### config.mk
export PLATFORM = sky130hd
export DESIGN_NAME = uart_cmd_wrapper
export DESIGN_NICKNAME = d
export VERILOG_FILES = /design/src/rtl/uart_cmd_wrapper.sv
export SDC_FILE = /design/constraint.sdc
export NUM_CORES = 1
export LEC_CHECK = 0
export CORE_MARGIN = 5
export CORE_UTILIZATION = 61
export CTS_BUF_LIST = sky130_fd_sc_hd__clkbuf_4 sky130_fd_sc_hd__clkbuf_8
export CTS_CLUSTER_SIZE = 16
export DETAILED_ROUTE_END_ITERATION = 16
export PLACE_DENSITY = 0.83
export SETUP_SLACK_MARGIN = 0.3
export SLEW_MARGIN = 40
export SYNTH_ARGS = -nofsm -noshare
export SYNTH_HDL_FRONTEND = slang
export SYNTH_SLANG_ARGS = --single-unit
### constraint.sdc
create_clock -name clk -period 5.5 [get_ports clk]
set_input_delay 0.825 -clock clk [delete_from_list [all_inputs] [get_ports clk]]
set_output_delay 0.825 -clock clk [all_outputs]
set_load 0.02 [all_outputs]
### src/rtl/uart_cmd_wrapper.sv
// uart_cmd_wrapper: host-facing UART command port.
//   Receives 8N1 bytes on RX and pairs them (high byte first) into a 16-bit command.
//   Serializes 8-bit response bytes back out on TX.
// Ports:
//   clk, rst_n           system clock, async active-low reset
//   RX / TX              serial in (idles high) / serial out (idles high)
//   cmd, cmd_rdy         assembled command and its level-valid flag
//   clr_cmd_rdy          consumer acknowledge, clears cmd_rdy next cycle
//   resp, send_resp      byte to send and its one-cycle load strobe
//   resp_sent            one-cycle pulse when the stop bit has completed
// Build option: define CMD_TIMEOUT_EN to drop a lone high byte after TIMEOUT_CLKS idle clocks.
module uart_cmd_wrapper #(
  parameter int unsigned BAUD_DIV     = 108,
  parameter int unsigned TIMEOUT_CLKS = 65535
) (
  input  logic        clk,
  input  logic        rst_n,
  input  logic        RX,
  output logic        TX,
  output logic [15:0] cmd,
  output logic        cmd_rdy,
  input  logic        clr_cmd_rdy,
  input  logic [7:0]  resp,
  input  logic        send_resp,
  output logic        resp_sent
);

  localparam int unsigned CNT_W = 16;
  localparam int unsigned BIT_W = 4;
  localparam logic [CNT_W-1:0] BAUD_FULL  = CNT_W'(BAUD_DIV - 1);
  localparam logic [CNT_W-1:0] BAUD_HALF  = CNT_W'(BAUD_DIV / 2 - 1);
  // The LOAD cycle already drives the start bit, so SHIFT owes one cycle less for it.
  localparam logic [CNT_W-1:0] BAUD_FIRST = CNT_W'(BAUD_DIV - 2);

  typedef enum logic [1:0] {RX_IDLE, RX_START, RX_DATA, RX_STOP} rx_state_t;
  typedef enum logic [1:0] {TX_IDLE, TX_LOAD, TX_SHIFT} tx_state_t;

  // ---------------- RX path ----------------
  rx_state_t        rx_state, rx_nxt;
  logic             rx_meta, rx_sync, rx_prev;
  logic [CNT_W-1:0] rx_baud;
  logic [BIT_W-1:0] rx_bit_cnt;
  logic [7:0]       rx_shift;
  logic             rx_tick, rx_start_c, rx_byte_ok_c, rx_frame_err_c;

  assign rx_tick = (rx_baud == '0);

  // Two-flop synchronizer plus a delayed copy for falling-edge detection.
  always_ff @(posedge clk or negedge rst_n) begin
    if (!rst_n) begin
      rx_meta <= 1'b1;
      rx_sync <= 1'b1;
      rx_prev <= 1'b1;
    end else begin
      rx_meta <= RX;
      rx_sync <= rx_meta;
      rx_prev <= rx_sync;
    end
  end

  always_ff @(posedge clk or negedge rst_n) begin
    if (!rst_n) rx_state <= RX_IDLE;
    else        rx_state <= rx_nxt;
  end

  always_comb begin
    rx_nxt = rx_state;
    unique case (rx_state)
      RX_IDLE:  if (rx_prev && !rx_sync)                 rx_nxt = RX_START;
      RX_START: if (rx_tick)                             rx_nxt = rx_sync ? RX_IDLE : RX_DATA;
      RX_DATA:  if (rx_tick && rx_bit_cnt == BIT_W'(7))  rx_nxt = RX_STOP;
      RX_STOP:  if (rx_tick)                             rx_nxt = RX_IDLE;
      default:                                           rx_nxt = RX_IDLE;
    endcase
  end

  always_comb begin
    rx_start_c     = 1'b0;
    rx_byte_ok_c   = 1'b0;
    rx_frame_err_c = 1'b0;
    if (rx_state == RX_IDLE) rx_start_c = rx_prev && !rx_sync;
    if (rx_state == RX_STOP && rx_tick) begin
      rx_byte_ok_c   = rx_sync;
      rx_frame_err_c = !rx_sync;
    end
  end

  // Idle keeps the half-bit preload ready; every sample point reloads a full bit.
  always_ff @(posedge clk or negedge rst_n) begin
    if (!rst_n) begin
      rx_baud    <= '0;
      rx_bit_cnt <= '0;
      rx_shift   <= '0;
    end else if (rx_state == RX_IDLE) begin
      rx_baud    <= BAUD_HALF;
      rx_bit_cnt <= '0;
    end else if (rx_tick) begin
      rx_baud <= BAUD_FULL;
      if (rx_state == RX_DATA) begin
        rx_shift   <= {rx_sync, rx_shift[7:1]};
        rx_bit_cnt <= rx_bit_cnt + BIT_W'(1);
      end
    end else begin
      rx_baud <= rx_baud - CNT_W'(1);
    end
  end

  // ---------------- Command assembly ----------------
  logic       ptr_low;
  logic [7:0] hi_byte;
  logic       timeout_hit;

`ifdef CMD_TIMEOUT_EN
  logic [CNT_W-1:0] to_cnt;

  // Counts idle clocks while a high byte waits for its partner.
  always_ff @(posedge clk or negedge rst_n) begin
    if (!rst_n)                      to_cnt <= '0;
    else if (!ptr_low || rx_start_c) to_cnt <= '0;
    else if (!timeout_hit)           to_cnt <= to_cnt + CNT_W'(1);
  end

  assign timeout_hit = ptr_low && (to_cnt == CNT_W'(TIMEOUT_CLKS));
`else
  // TIMEOUT_CLKS is referenced so the parameter list stays identical in both builds.
  assign timeout_hit = 1'b0 & (TIMEOUT_CLKS == 0);
`endif

  // A completing low byte takes priority over an acknowledge in the same cycle.
  always_ff @(posedge clk or negedge rst_n) begin
    if (!rst_n) begin
      ptr_low <= 1'b0;
      hi_byte <= '0;
      cmd     <= '0;
      cmd_rdy <= 1'b0;
    end else if (rx_byte_ok_c) begin
      if (ptr_low) begin
        cmd     <= {hi_byte, rx_shift};
        cmd_rdy <= 1'b1;
        ptr_low <= 1'b0;
      end else begin
        hi_byte <= rx_shift;
        cmd_rdy <= 1'b0;
        ptr_low <= 1'b1;
      end
    end else begin
      if (rx_frame_err_c || timeout_hit) ptr_low <= 1'b0;
      if (clr_cmd_rdy)                   cmd_rdy <= 1'b0;
    end
  end

  // ---------------- TX path ----------------
  tx_state_t        tx_state, tx_nxt;
  logic [CNT_W-1:0] tx_baud;
  logic [BIT_W-1:0] tx_bit_cnt;
  logic [8:0]       tx_shift;
  logic             tx_tick, tx_go_c, tx_adv_c, tx_done_c;

  assign tx_tick = (tx_baud == '0);

  always_ff @(posedge clk or negedge rst_n) begin
    if (!rst_n) tx_state <= TX_IDLE;
    else        tx_state <= tx_nxt;
  end

  always_comb begin
    tx_nxt = tx_state;
    unique case (tx_state)
      TX_IDLE:  if (send_resp && !resp_sent)             tx_nxt = TX_LOAD;
      TX_LOAD:                                           tx_nxt = TX_SHIFT;
      TX_SHIFT: if (tx_tick && tx_bit_cnt == BIT_W'(9))  tx_nxt = TX_IDLE;
      default:                                           tx_nxt = TX_IDLE;
    endcase
  end

  always_comb begin
    tx_go_c   = 1'b0;
    tx_adv_c  = 1'b0;
    tx_done_c = 1'b0;
    unique case (tx_state)
      TX_IDLE:  tx_go_c = send_resp && !resp_sent;
      TX_SHIFT: begin
        tx_adv_c  = tx_tick && (tx_bit_cnt != BIT_W'(9));
        tx_done_c = tx_tick && (tx_bit_cnt == BIT_W'(9));
      end
      default: ;
    endcase
  end

  // tx_shift holds {stop, data}; the start bit is driven directly on load.
  always_ff @(posedge clk or negedge rst_n) begin
    if (!rst_n) begin
      TX         <= 1'b1;
      tx_shift   <= '1;
      tx_baud    <= '0;
      tx_bit_cnt <= '0;
      resp_sent  <= 1'b0;
    end else begin
      resp_sent <= tx_done_c;
      if (tx_go_c) begin
        tx_shift <= {1'b1, resp};
        TX       <= 1'b0;
      end else if (tx_adv_c) begin
        tx_shift <= {1'b1, tx_shift[8:1]};
        TX       <= tx_shift[0];
      end else if (tx_done_c) begin
        TX <= 1'b1;
      end
      if (tx_state == TX_LOAD) begin
        tx_baud    <= BAUD_FIRST;
        tx_bit_cnt <= '0;
      end else if (tx_state == TX_SHIFT) begin
        if (tx_tick) begin
          tx_baud    <= BAUD_FULL;
          tx_bit_cnt <= tx_bit_cnt + BIT_W'(1);
        end else begin
          tx_baud <= tx_baud - CNT_W'(1);
        end
      end
    end
  end

endmodule

==> impl_results.md <==
- Status: finished clean
- Worst reg-to-reg path cell count: 6
- Buffers plus inverters on the worst setup path: 1
- Arrival time at the worst endpoint: 3150 ps
- Synthesis Warnings: 0
- Clk Latency, worst-skew pair: between 300 and 400 ps
- Relative area change from synthesis to final layout: 13.24%
- Setup Viol. Count Final: 0
- DRC errors left: 0
- Crit path max-delay cell type: sky130_fd_sc_hd__nor4_4
- Highest fanout seen on the critical path: 11
- Clock root buffer master: sky130_fd_sc_hd__clkbuf_8
- Synthesized net count: ~420
- Launching point of the worst reg2reg path: rx_baud[0]
- Rows: 30
- CTS clk-pin slew, worst paths: 100 ps
- Global routing usage summed across all routing layers: 0.2147
- Leakage component of the power: 2.155 nW
- Die X-Extent: 94.23 µm
- Number of nets still failing antenna checks after routing: 0
- Number of gates given a new drive strength after cts: 0
- Setup total negative slack: 0 ps
- Levels on crit path: 6
- Die Footprint: about 9000 µm²
- Die span in y: 94.23 µm
- Routed wire length on met3: 374 µm
- CP endpoint kind: flop
- Estimated wirelength of the detail-placed design: 6086 µm
- Critical Path Source Type: flop
- CTS tree: built
- Quantity of hold-fixing buffers added after cts: 0
- Routed len/inst: 17.02 µm
- CP peak stage delay: 720 ps
- Last element of the critical path: hi_byte[7]
- Post-layout net count: 443
- Layout cell share with drive strength beyond 1: 0.1850
- Total core area: 6832 µm²
- Number of buffers added for setup after CTS: 0
- Global route total overflow: 0
- Average vias per placed instance: 6.208
- Routed Wire Length: 8903 µm
- Starting DRC count in detailed routing: 135
- DRT Pass-1 Iters: 4
- Ports placed on the boundary: 32
- Instance count of the mapped netlist: 394
- Worst setup startpoint: rx_baud[0]
- Unrepaired setup endpoints after global routing: no
- Final Cycle Share: 0.5240
- Clock period minus worst slack: slightly below 3000 ps
- H-tree Lvls: 3
- Fraction of registers with async set or reset after synthesis: 1.000
- Routed length on met1: 3791 µm
- CTS max path bufs: 2
- Most used flip-flop cell after synthesis: sky130_fd_sc_hd__dfrtp_1
- Clock buffers created by TritonCTS: 9
- Worst voltage drop across the vdd grid: 0.1447 mV
- Number of failing hold endpoints at the final stage: 0
- Worst relative slew slack: 0.4892
- Non-Filler Cell Area, Final: between 4000 and 5000 µm²
- Share of synthesized area occupied by flip-flops and latches: 0.5296
- Endpoint of the lowest-slack register-to-register path: hi_byte[7]
- Vias in the first global route: between 3000 and 4000
- List of cells traversed by the critical path: inv_1 -> ha_1 -> nor3b_2 -> nand3_1 -> nor4_4 -> mux2_2
- Vias: 3247
- WL met2: 4605 µm
- Placed cell areas: 4705 µm²
- IO Port Bufs: 31
- Number of antenna violations at the first check in global routing: 0
- Internal reg-to-reg setup slack: 2620 ps
- Worst Hold Class: reg -> reg
- Transition at the pin with the smallest max-transition slack: 760.3 ps
- Maximum frequency from static timing analysis: 0.3470 GHz
- Fin Clk Skew: 14.01 ps
- Global placement routability congestion: 0.8240
- Clock Sinks: 91
- Worst Path Class, Setup: reg -> reg
- Top routing layer in use: met4
- Synthesis-stage register bit count: 91
- Power density of the placed cells: 310.8 nW/µm²
- Maxcap violations: 0
- Post-synth EDFFs: 0
- Wire length of the first global-routing pass: 15050 µm
- Post-synthesis instance area: approximately 4300 µm²
- Post-synthesis area per instance: 10.98 µm²
- Ant. Diodes: 0
- Endpoint required time on the critical path: ~5800 ps
- Maximum number of pins on one net before global-route repair: 56
- Initial Util: 0.6335
- Fin. max-slew vios: 0
- Top Family by Delay on Critical Path: simple AND/OR/NAND/NOR gates
- Unique cell type count in the Yosys netlist: 54
[synth_stat cells (all sizes together), types with 11 or more instances]
cell    count  share of area
a21oi      19          0.022
clkbuf     11         0.0095
dfrtp      79           0.46
dfstp      12          0.073
inv        15          0.013
mux2       33          0.086
nand2      23          0.020
nand3      15          0.017
nand4      15          0.022
nor2       27          0.023
nor3       12          0.019
o21ai      13          0.016
o311ai     11          0.022
[through the flow]
stage	utilization	total power, W	setup slack, ps	hold slack (ps)	cells
CTS	0.7165	0.001521	2671	368.5	523
finish	0.7174	0.001523	2618	361.2	523
floorplan	-	0.0009988	3226	345.2	394
global route	0.7174	0.001600	2441	366.9	523
global placement	0.6886	0.001055	2843	346.1	507
detailed placement	0.6886	0.001080	2675	354.3	507
[layout by cell type (no fill, tap or decap), types with 3 or more instances in the layout]
cell	Yosys	layout
sky130_fd_sc_hd__a31o_2	3	3
sky130_fd_sc_hd__clkbuf_8	0	9
sky130_fd_sc_hd__nand4b_1	3	3
sky130_fd_sc_hd__o31ai_1	10	10
sky130_fd_sc_hd__inv_8	0	3
sky130_fd_sc_hd__a31oi_1	10	10
sky130_fd_sc_hd__nand4_1	15	15
sky130_fd_sc_hd__or4_1	3	3
sky130_fd_sc_hd__a22oi_1	4	4
sky130_fd_sc_hd__clkdlybuf4s50_1	0	30
sky130_fd_sc_hd__nand3_1	15	15
sky130_fd_sc_hd__nor4_1	4	4
sky130_fd_sc_hd__o311ai_0	8	8
sky130_fd_sc_hd__or3_1	8	8
sky130_fd_sc_hd__nand2_1	23	23
sky130_fd_sc_hd__nor2_1	27	27
sky130_fd_sc_hd__nor3_1	9	9
sky130_fd_sc_hd__o311ai_1	3	3
sky130_fd_sc_hd__nand2b_1	5	5
sky130_fd_sc_hd__dfstp_2	12	12
sky130_fd_sc_hd__xor2_1	9	9
sky130_fd_sc_hd__buf_4	1	4
sky130_fd_sc_hd__inv_1	15	15
sky130_fd_sc_hd__ha_1	8	8
sky130_fd_sc_hd__a21oi_1	19	19
sky130_fd_sc_hd__o21ai_0	12	12
sky130_fd_sc_hd__o22ai_1	5	4
sky130_fd_sc_hd__mux2_2	33	33
sky130_fd_sc_hd__and3_1	3	3
sky130_fd_sc_hd__dfrtp_1	79	79
sky130_fd_sc_hd__xnor2_1	4	4
[kinds of logic (layout without fill, tap and decap cells)]
group,Yosys count,count (layout),synth area share
AND/OR/NAND/NOR,131,131,0.1709
flip-flops,91,91,0.5296
AO/OA/AOI/OAI,84,84,0.1295
multiplexers,35,35,0.09049
buffers and inverters,32,65,0.03007
XOR/XNOR,13,13,0.02631
adder cells (fa/ha/maj),8,8,0.02313
[metal layers]
metal,vias up,global-route usage
met3,15,0.05689
met5,-,0
li1,1520,-
met1,1634,0.2740
met2,78,0.3517
met4,0,0.07702
[how the worst min path moves through the flow]
stage / depth (start not counted) / endpoint / slack (ps) / start
final: 0 / rx_sync / 360 / rx_meta
after global routing: 0 / rx_sync / 370 / rx_meta
after CTS: 0 / rx_sync / 370 / rx_meta
after detailed placement: 0 / rx_sync / 350 / rx_meta
after global placement: 0 / rx_sync / 350 / rx_meta
after floorplan: 0 / rx_sync / 350 / rx_meta
[sequential cells by signal, indices dropped and copies added (netlist names), named ones only]
name,count
cmd,16
rx_baud,16
tx_baud,16
hi_byte,8
rx_shift,8
tx_shift,8
rx_bit_cnt,4
tx_bit_cnt,4
tx_state,2
TX,1
cmd_rdy,1
ptr_low,1
resp_sent,1
rx_meta,1
rx_prev,1
rx_state,1
rx_sync,1
[final cells by class]
| type | count | area, µm² |
|---|---|---|
| Clock buffer | 9 | 123.9 |
| Clock inverter | 7 | 66.31 |
| Fill cell | 497 | 1931 |
| Inverter | 15 | 56.30 |
| Multi-Input combinational cell | 271 | 1912 |
| Sequential cell | 91 | 2292 |
| Tap cell | 96 | 120.1 |
| Timing Repair Buffer | 34 | 330.3 |
[where the power goes]
| group | internal, W | leakage [nW] | switching, W |
|---|---|---|---|
| clock network | 0.000177 | 0.0922 | 0.000269 |
| logic | 0.0000969 | 0.894 | 0.000177 |
| registers | 0.000728 | 1.17 | 0.0000750 |
Power figures use the tool's default switching activity.
